===== src/rtl/pc_link_unit.sv =====
// Program-counter / link-address unit: PC sequencing, one-entry redirect buffer,
// registered link value and sticky misalignment fault. Optional range check: PC_BOUNDS_CHECK_EN.
`timescale 1ns/1ps
module pc_link_unit #(
   parameter int unsigned     XLEN      = 32,
   parameter logic [XLEN-1:0] RESET_PC  = 32'h01000000,
   parameter logic [XLEN-1:0] LINK_BASE = 32'h01000000
`ifdef PC_BOUNDS_CHECK_EN
   ,
   parameter logic [XLEN-1:0] IMEM_LO   = 32'h01000000,
   parameter logic [XLEN-1:0] IMEM_HI   = 32'h01FFFFFC
`endif
) (
   input  logic            clk,
   input  logic            rst_n,
   input  logic            stall_i,
   input  logic            redir_valid_i,
   output logic            redir_ready_o,
   input  logic [1:0]      redir_mode_i,
   input  logic [XLEN-1:0] rs1_i,
   input  logic [XLEN-1:0] imm_i,
   input  logic            fault_clr_i,
   output logic [XLEN-1:0] pc_o,
   output logic [XLEN-1:0] link_o,
   output logic            link_valid_o,
   output logic            fault_o,
   output logic [31:0]     adv_cnt_o
);

   typedef enum logic {ST_RUN, ST_FAULT} state_e;

   localparam logic [1:0] MODE_BRANCH = 2'b00;
   localparam logic [1:0] MODE_JALR   = 2'b10;

   state_e          state_q, state_d;
   logic [XLEN-1:0] pc_q, pc_d;
   logic [XLEN-1:0] link_q, link_d;
   logic            link_vld_q, link_vld_d;
   logic [31:0]     cnt_q, cnt_d;
   logic            pend_q, pend_d;

   // Pending-buffer payload
   logic [1:0]      mode_q;
   logic [XLEN-1:0] rs1_q, imm_q, cpc_q;

   logic            accept;
   logic [XLEN-1:0] seq_pc, tgt;
   logic            bad_seq, bad_tgt;

   assign redir_ready_o = (state_q == ST_RUN) && !pend_q;
   assign accept        = redir_valid_i && redir_ready_o;

   assign seq_pc = pc_q + XLEN'(4);
   assign tgt    = (mode_q == MODE_JALR) ? ((rs1_q + imm_q) & ~XLEN'(1))
                                         : (cpc_q + imm_q);

`ifdef PC_BOUNDS_CHECK_EN
   assign bad_seq = (seq_pc < IMEM_LO) || (seq_pc > IMEM_HI);
   assign bad_tgt = (|tgt[1:0]) || (tgt < IMEM_LO) || (tgt > IMEM_HI);
`else
   assign bad_seq = 1'b0;
   assign bad_tgt = |tgt[1:0];
`endif

   always_comb begin
      // NOTE: every *_d gets a default before the case so no path leaves it unassigned (no latches).
      state_d    = state_q;
      pc_d       = pc_q;
      link_d     = link_q;
      link_vld_d = 1'b0;
      cnt_d      = cnt_q;
      pend_d     = pend_q;

      case (state_q)
         ST_RUN: begin
            if (!stall_i) begin
               if (pend_q) begin
                  pend_d = 1'b0;
                  if (bad_tgt) begin
                     state_d = ST_FAULT;
                  end else begin
                     pc_d  = tgt;
                     cnt_d = cnt_q + 32'd1;
                     if (mode_q != MODE_BRANCH) begin
                        link_d     = cpc_q + XLEN'(4) - LINK_BASE;
                        link_vld_d = 1'b1;
                     end
                  end
               end else if (bad_seq) begin
                  state_d = ST_FAULT;
               end else begin
                  pc_d  = seq_pc;
                  cnt_d = cnt_q + 32'd1;
               end
            end
            // accept implies the buffer was empty, so this never collides with an apply
            if (accept) pend_d = 1'b1;
         end
         ST_FAULT: begin
            if (fault_clr_i) begin
               state_d = ST_RUN;
               pc_d    = RESET_PC;
               pend_d  = 1'b0;
            end
         end
         default: state_d = ST_RUN;
      endcase
   end

   // NOTE: sequential state uses non-blocking assignments so all flops update from pre-edge values.
   always_ff @(posedge clk or negedge rst_n) begin
      if (!rst_n) begin
         state_q    <= ST_RUN;
         pc_q       <= RESET_PC;
         link_q     <= '0;
         link_vld_q <= 1'b0;
         cnt_q      <= '0;
         pend_q     <= 1'b0;
      end else begin
         state_q    <= state_d;
         pc_q       <= pc_d;
         link_q     <= link_d;
         link_vld_q <= link_vld_d;
         cnt_q      <= cnt_d;
         pend_q     <= pend_d;
      end
   end

   // NOTE: payload is left unreset on purpose; pend_q alone qualifies it.
   always_ff @(posedge clk) begin
      if (accept) begin
         mode_q <= redir_mode_i;
         rs1_q  <= rs1_i;
         imm_q  <= imm_i;
         cpc_q  <= pc_q;
      end
   end

   assign pc_o         = pc_q;
   assign link_o       = link_q;
   assign link_valid_o = link_vld_q;
   assign fault_o      = (state_q == ST_FAULT);
   assign adv_cnt_o    = cnt_q;

endmodule

===== config.mk =====
export PLATFORM = sky130hd
export DESIGN_NAME = pc_link_unit
export DESIGN_NICKNAME = d
export VERILOG_FILES = /design/src/rtl/pc_link_unit.sv
export SDC_FILE = /design/constraint.sdc
export NUM_CORES = 1
export LEC_CHECK = 0
export BUFFER_PORTS_ARGS = -buffer_cell sky130_fd_sc_hd__buf_2
export CORE_MARGIN = 8
export CORE_UTILIZATION = 55
export CTS_CLUSTER_DIAMETER = 40
export DETAILED_ROUTE_END_ITERATION = 8
export PLACE_DENSITY = 0.77
export SETUP_SLACK_MARGIN = 0.5
export SLEW_MARGIN = 10
export SYNTH_ARGS = -nofsm -noshare
export SYNTH_HDL_FRONTEND = slang
export SYNTH_SLANG_ARGS = --single-unit

===== constraint.sdc =====
create_clock -name clk -period 10.4 [get_ports clk]
set_clock_uncertainty 0.05 [all_clocks]
set_input_delay 1.56 -clock clk [delete_from_list [all_inputs] [get_ports clk]]
set_output_delay 1.56 -clock clk [all_outputs]
set_load 0.05 [all_outputs]

# Word-level counts from Yosys, hierarchy flattened
# Index checks and enable logic that the tools add are counted.
# Widths: inputs -> output; s select.
[totals]
regBits = 197
in_bits = 71
output_inout_bits = 99
[op_classes]
n_addsub = 6
n_eq_ne = 6
mux = 22
n_bitwise = 3
reduce_logical = 9
[op_table]
columns = ["cell", "n"]
rows = [
  ["$mux 32", 7],
  ["$add 32x3->32 const B", 2],
  ["$add 32x32->32", 2],
  ["$pmux 32 s2", 1],
  ["$add 32x1->32 const B", 1],
  ["$sub 32x25->32 const B", 1],
  ["$mux 1", 12],
  ["$ne 2x2->1 const B", 3],
  ["$ne 3x3->1 const B", 2],
  ["$reduce_and 3->1", 2],
  ["$reduce_and 5->1", 1],
  ["$pmux 1 s2", 2],
  ["$not 1->1", 3],
  ["$eq 2x2->1 const B", 1],
  ["$logic_and 1x1->1", 2],
  ["$reduce_and 2->1", 1],
  ["$reduce_bool 2->1", 1],
  ["$reduce_or 2->1", 1],
  ["$logic_not 1->1", 1],
]

# Longest topological paths before layout
# Gate-level depths: netlist of the first run.
[depth]
word_depth = 7
depth_mapped = 12
ltp_nobuf = 12

# Worst setup path after synthesis of the first run
# Ideal clock, no wire load.
[synth_path]
kind = "register -> register"
start = "reg state_q (netlist: fault_o)"
end = "reg cpc_q[0], enable pin"
setup_time_ns = 0.467
arrival_ns = 3.953
required_time_ns = 9.883
slack_ns = 5.930
path_stages_with_launch = 4
path_buffers = 1
cell_sequence = "dfrtp_1 > clkbuf_1 > nor2_1 > and2_1"
[synth_via]
elab_chain_len = 3
[synth_lines]
columns = ["element", "line_no", "source"]
rows = [
  ["start: declaration", "35", "state_e state_q, state_d;"],
  ["start signal: assignment", "120", "state_q <= state_d;"],
  ["$not 1->1 (no line)", "--", ""],
  ["$logic_and 1x1->1", "50", "assign redir_ready_o = (state_q == ST_RUN) && !pend_q;"],
  ["named net redir_ready_o", "18", "output logic redir_ready_o,"],
  ["$logic_and 1x1->1", "51", "assign accept = redir_valid_i && redir_ready_o;"],
  ["named net accept", "46", "logic accept;"],
  ["end signal: assignment", "135", "cpc_q <= pc_q;"],
  ["end: declaration", "44", "logic [XLEN-1:0] rs1_q, imm_q, cpc_q;"],
]
# The timed path passes the listed nets, and every way through them passes these cells.
# A chain may end at the register's enable or synchronous reset.

# Worst setup path after layout of the first run
[layout_path]
start = "reg pend_q"
end = "out redir_ready_o"
[layout_via]
elab_chain_len = 2
[layout_lines]
columns = ["element", "line_no", "source"]
rows = [
  ["start: declaration", "40", "logic pend_q, pend_d;"],
  ["start signal: assignment", "125", "pend_q <= pend_d;"],
  ["$logic_not 1->1", "50", ""],
  ["$logic_and 1x1->1", "50", ""],
  ["end: declaration", "18", ""],
]
# Every way passes these cells.

==> results of run 1 <==
==> logic make-up after synthesis <==
group                      count (synthesis)  share of synthesized area [%]
AOI/OAI and AO/OA                        318                          17.80
xor gates and xnor gates                 124                          9.371
adders and majority gates                 66                          7.255
buffers and inverters                     62                          2.472
DFF                                      197                          46.78
muxes                                      9                         0.8312
and+or+nand+nor                          375                          15.49
==> cell usage in the layout (no fill, tap or decap), types with 17 or more instances in the layout <==
master       n
and3_1      19
dfrtp_1     98
nand3_1     53
xnor2_1     80
o21ai_0     70
clkbuf_16   18
nand2_1    110
nor3_1      18
a21oi_1     94
inv_1       22
edfxtp_1    98
xor2_1      44
nand4_1     17
buf_2      168
ha_1        64
a21o_1      31
nor2_1      93
o211ai_1    18
==> area by class of cell <==
| type | count | area [um2] | share of cell area [%] |
|---|---|---|---|
| sequential | 197 | 5421 | 40.98 |
| clock inverter | 12 | 111.4 | 0.8417 |
| multi-input combinational | 892 | 5889 | 44.51 |
| tap | 275 | 344.1 | 2.601 |
| timing repair buffer | 176 | 900.9 | 6.809 |
| inverter | 22 | 82.58 | 0.6242 |
| clock buffer | 20 | 478.0 | 3.613 |
| antenna | 1 | 2.502 | 0.01891 |
==> path summary, 6_finish.rpt <==
check / endpoint / slack, ns
worst max-delay path: redir_ready_o / 6.95
worst min-delay path: adv_cnt_o[31] / 0.42
worst max register to register: pc_o[31] / 7.00
worst min register to register: adv_cnt_o[31] / 0.42
max in group asynchronous: pc_o[17] / 8.11
min in group asynchronous: adv_cnt_o[28] / 1.08
==> flip-flops by register name, indices dropped and copies added, names as in the netlist <==
register and cells:
adv_cnt_o 32, cpc_q 32, imm_q 32, link_o 32
pc_o 32, rs1_q 32, mode_q 2, fault_o 1
link_valid_o 1, pend_q 1
==> per-layer routing <==
| layer | global-route usage, % | vias up | wire length [um] |
|---|---|---|---|
| li1 | - | 4571 | - |
| met5 | 0 | - | 0 |
| met2 | 34.21 | 371 | 12720 |
| met3 | 5.141 | 41 | 2309 |
| met4 | 7.744 | 0 | 727 |
| met1 | 32.39 | 4405 | 13780 |
==> stage by stage <==
step                      utilization [%]  power, mW  hold WS [ns]
after floorplan                         -      2.781        0.4357
after global placement              60.70      3.240        0.4080
after detailed placement            60.70      3.276        0.4155
after CTS                           63.53      3.943        0.4265
after global routing                63.53      4.192        0.4563
final                               63.54      3.948        0.4219
==> report_power, final <==
group          switching [mW]  internal (mW)
Sequential              0.232           1.08
Combinational            1.34          0.639
Clock                   0.316          0.342
Total                    1.89           2.06
==> summary.txt, run 1 <==
Outcome
  • Status: complete, no violations

Place
  • Port buffer count: 169
  • GP Congestion: 0.9046
  • DP Worst Slack: 6.803 ns
  • DP HPWL: 22510 um
  • Placed Instances: 1562
  • Placed cell area: 12640 um2

Critical path
  • Depth of the worst register-to-register path: 12
  • Crit path max fanout: 55
  • Critical Path Start Type: flop
  • Worst endpoint required time: 8.79 ns
  • Worst setup EP type: primary output
  • Crit-path max cell delay: 0.40 ns
  • Critical path depth: 3
  • Family with the most delay on the worst path: buffers and inverters
  • Worst path buffer plus inverter count: 2
  • Worst r2r src: imm_q[0]
  • Critical path class: flop to primary output
  • Worst path slowest cell: nor2_1
  • CP cell instances: buf_4, nor2_1, buf_2
  • CP Launch Point: pend_q
  • Arr. time, crit path: 1.84 ns

Yosys
  • Count of cell types in the netlist: 74
  • Main flop type after synthesis: edfxtp_1
  • Flops & latches, synth: 197
  • Top post-synthesis cells by count: nand2_1, dfrtp_1, edfxtp_1, a21oi_1, nor2_1
  • Netlist Area Pre-Place: 11590 um2
  • Top-count cell post-synth: nand2_1
  • Ys async rst share: 50.25%
  • Net Count, Synth: 1288
  • Most area-consuming cells after synthesis: edfxtp_1, dfrtp_1, ha_1, xnor2_1, a21oi_1
  • Yosys top cell by area: edfxtp_1
  • Post-synth EDFFs: 98
  • Average size of a mapped cell: 10.07 um2
  • Mapped Cells: 1151
  • Ys Warns: 0
  • Post-synthesis sequential area ratio: 46.78%
  • Yosys top cell area share: 25.39%

Drt
  • Detailed Route WL: 29540 um
  • DR iter-0 viols: 805
  • WL/cell: 18.52 um
  • # DRC: 0
  • DR pass1 iterations: 5
  • Vias: 9388
  • Final ANT Viol Nets: 0
  • DR vias/cell: 5.886

Floorplanning
  • Rows: 53
  • Starting density of the core: 55.66%
  • Die Span X: 161.2 um
  • Core box area: 20820 um2
  • I/O pin total: 170
  • Die area: 25970 um2
  • DIE HEIGHT: 161.2 um

Worst hold path
  • Hold_sp: adv_cnt_o[31]
  • Tightest Hold Check Type: flop to flop
  • Hold Path Depth: 1

Clock tree
  • Clock latency on the worst-skew pair: 0.43 ns
  • CTS tree: yes
  • CTS Hold Bufs: 0
  • CTS buffer count: 17
  • Clock Path Buffers: 2
  • Post-CTS sizing: 0
  • Clk sinks: 197
  • CTS clk-pin slew, worst paths: 0.08 ns
  • H-tree Lvls: 4
  • CTS root buf: clkbuf_16
  • Post-CTS Setup Bufs: 0

Timing
  • Worst rel slew slack: 46.94%
  • Fmax: 289.8 MHz
  • RSZ-0062 raised after global routing: false
  • Fin. Hold Viols: 0
  • Final Max Tran Viols: 0
  • Setup_tns: 0 ns
  • Min cycle time layout: 3.451 ns
  • Final WS setup: 6.949 ns
  • Tcrit/Tclk final: 33.18%
  • Actual slew at the worst max-slew pin: 0.7887 ns
  • Final setup vio count: 0

Run
  • Max-cap check violation count: 0

Global routing
  • Largest net degree at the start of global routing: 64
  • Remaining global-route overflow: 0
  • Initial antenna violation count: 0
  • GRT Util Overall: 22.92%
  • Vias in the first global route: 9158
  • First-pass GRT wire length: 48080 um

Layout
  • Post-route cell area: 13230 um2
  • Area grow syn2layout: 14.15%
  • FILL cells: 1706
  • Final Net Count: 1443
  • Fraction of layout cells with a size suffix above 1: 17.29%
  • Non-Filler Instances: 1595

Power and ir drop
  • Leakage: 5.668 nW
  • VDD IR max: 0.1233 mV
  • PD cells: 298.4 nW/um2
(Power assumes the default switching activity.)
==> inputs of run 2 (changes only) <==
--- a/config.mk
+++ b/config.mk
@@ -7,10 +7,10 @@
 export LEC_CHECK = 0
 export BUFFER_PORTS_ARGS = -buffer_cell sky130_fd_sc_hd__buf_2
 export CORE_MARGIN = 8
-export CORE_UTILIZATION = 55
+export CORE_UTILIZATION = 53
 export CTS_CLUSTER_DIAMETER = 40
 export DETAILED_ROUTE_END_ITERATION = 8
-export PLACE_DENSITY = 0.77
+export PLACE_DENSITY = 0.78
 export SETUP_SLACK_MARGIN = 0.5
 export SLEW_MARGIN = 10
 export SYNTH_ARGS = -nofsm -noshare
==> constraint.sdc (replaced) <==
create_clock -name clk -period 3.1 [get_ports clk]
set_clock_uncertainty 0.05 [all_clocks]
set_input_delay 0.465 -clock clk [delete_from_list [all_inputs] [get_ports clk]]
set_output_delay 0.465 -clock clk [all_outputs]
set_load 0.05 [all_outputs]
==> run 2 against run 1 <==
Net effect:
- total power rose to 3.7 times the previous value
- largest power group unchanged
- highest routed layer unchanged
- largest cell class unchanged
- cell count up 5.9%
- worst hold slack worse by 0.42 ns
- register-to-register slack worse by 6.9 ns
- routed wire length up 12%
- critical path type is now flop to flop
- count of clock-buffer cells in the layout down 2
- die area up 3.4%
- clock power rose to 3.6 times the previous value
- first-iteration DRC count up 47%
==> summary.txt, run 2 (synthesized netlist as in run 1, its figures left out) <==
Timing
  • Final Max Tran Viols: 0
  • Actual slew at the worst max-slew pin: 0.8630 ns
  • RSZ-0062 raised after global routing: true
  • Hold WS: 0.003561 ns
  • Fin. Hold Viols: 0
  • Tcrit/Tclk final: 96.53%
  • Setup_tns: 0 ns
  • Worst rel slew slack: 42.46%
  • Final WS setup: 0.1075 ns
  • Fmax: 334.2 MHz
  • Final setup vio count: 0
  • Min cycle time layout: 2.992 ns

Layout
  • Non-Filler Instances: 1689
  • Final Net Count: 1533
  • Area grow syn2layout: 27.26%
  • Util after Layout: 68.22%
  • Post-route cell area: 14750 um2
  • Commonest non-fill, non-tap cell in the layout: buf_2
  • Diodes inserted: 0
  • Most frequent cells in the layout: buf_2, nand2_1, edfxtp_1, dfrtp_1, nor2_1
  • Fraction of layout cells with a size suffix above 1: 30.59%

Clock tree
  • CTS clk-pin slew, worst paths: 0.08 ns
  • Clk sinks: 197
  • CTS buffer count: 17
  • Clock Path Buffers: 2
  • CTS root buf: clkbuf_16
  • CTS tree: yes
  • H-tree Lvls: 4
  • Clock latency on the worst-skew pair: 0.44 ns

Global routing
  • Remaining global-route overflow: 0
  • First-pass GRT wire length: 50940 um
  • Vias in the first global route: 9763
  • Largest net degree at the start of global routing: 52
  • GRT Util Overall: 23.89%
  • Initial antenna violation count: 0

Place
  • GP Congestion: 0.9688
  • Placed Instances: 1600
  • Placed cell area: 13040 um2
  • DP HPWL: 23740 um
  • DP Worst Slack: -0.03582 ns
  • Port buffer count: 169

Worst hold path
  • Tightest Hold Check Type: input pin to asynchronous set/reset pin

Drt
  • DR iter-0 viols: 1185
  • Vias: 10080
  • # DRC: 0
  • WL/cell: 19.55 um
  • Final ANT Viol Nets: 0
  • Detailed Route WL: 33030 um
  • DR pass1 iterations: 6
  • DR vias/cell: 5.968

Floorplanning
  • Die Span X: 163.9 um
  • Starting density of the core: 53.61%
  • Rows: 54
  • Core box area: 21620 um2
  • I/O pin total: 170
  • DIE HEIGHT: 163.9 um
  • Die area: 26860 um2

Critical path
  • Worst r2r src: cpc_q[0]
  • Reg2Reg Setup Slack: 0.11 ns
  • Depth of the worst register-to-register path: 13
  • Critical path class: flop to flop
  • Critical Path Start Type: flop
  • Worst path buffer plus inverter count: 2
  • CP Launch Point: cpc_q[0]
  • Worst path slowest cell: fa_1
  • Critical path depth: 13
  • CP cell instances: ha_2, inv_2, fa_1, nand2b_1, o221ai_2, and4_4, buf_4, nand3_4, nor2_4, and4_4, and3_4, nand3_2, xnor2_1
  • Crit-path max cell delay: 0.47 ns
  • Worst endpoint required time: 3.38 ns
  • Worst setup EP type: flop
  • Crit path to: adv_cnt_o[30]
  • Arr. time, crit path: 3.27 ns
  • Most used cell, CP: and4_4
  • Family with the most delay on the worst path: simple AND/OR/NAND/NOR gates
  • Crit path max fanout: 4
  • FF-to-FF End: adv_cnt_o[30]

Power and ir drop
  • VDD IR max: 0.4602 mV
  • Leakage: 6.236 nW
  • Tot Pwr: 14.80 mW
  • PD cells: 1003 nW/um2

Outcome
  • Status: complete, no violations

Run
  • Max-cap check violation count: 0
==> run 2: cell types whose count changed in the layout (fill, tap and decap cells not counted), sizes merged <==
cell    previous run  this run
clkbuf            20        18
bufinv             0         2
inv               27        31
clkinv             7         3
diode              1         0
buf              176       266
==> run 2: worst min path at each step <==
stage          slack [ns]           from       endpoint
6_report            0.004          rst_n      link_o[7]
5_1_grt              0.05          rst_n      link_o[7]
4_1_cts              0.03          rst_n      link_o[7]
3_5_place_dp         0.41  adv_cnt_o[31]  adv_cnt_o[31]
3_3_place_gp         0.41  adv_cnt_o[31]  adv_cnt_o[31]
2_1_floorplan        0.12          rst_n   adv_cnt_o[0]
==> run 2: repair_timing <==
| item | 4_1_cts | 5_1_grt |
|---|---|---|
| setup buffers | 41 | 16 |
| hold buffers | 0 | 0 |
| setup endpoints to repair | 44 | 84 |
| pin swaps | 39 | 31 |
| resized for setup | 89 | 65 |
==> run 2: routing by layer <==
metal / wire length, um / up-vias / share of wire [%] / track usage [%]
li1: - / 4736 / - / -
met1: 14560 / 4824 / 44 / 33.55
met2: 15060 / 471 / 46 / 37.32
met3: 2784 / 49 / 8.4 / 3.784
met4: 626 / 0 / 1.9 / 7.603
met5: 0 / - / 0 / 0
==> run 2: final cells by class <==
class | instances | area [um2]
tap | 280 | 350.3
multi-input combinational | 892 | 6581
fill | 1643 | 6872
inverter | 22 | 85.08
clock buffer | 18 | 450.4
timing repair buffer | 266 | 1673
sequential | 197 | 5428
clock inverter | 14 | 181.4
==> run 2: power by group <==
part | total [mW] | internal (mW) | switching (mW)
Sequential | 4.42 | 3.63 | 0.790
Combinational | 7.97 | 2.93 | 5.05
Clock | 2.40 | 1.28 | 1.12
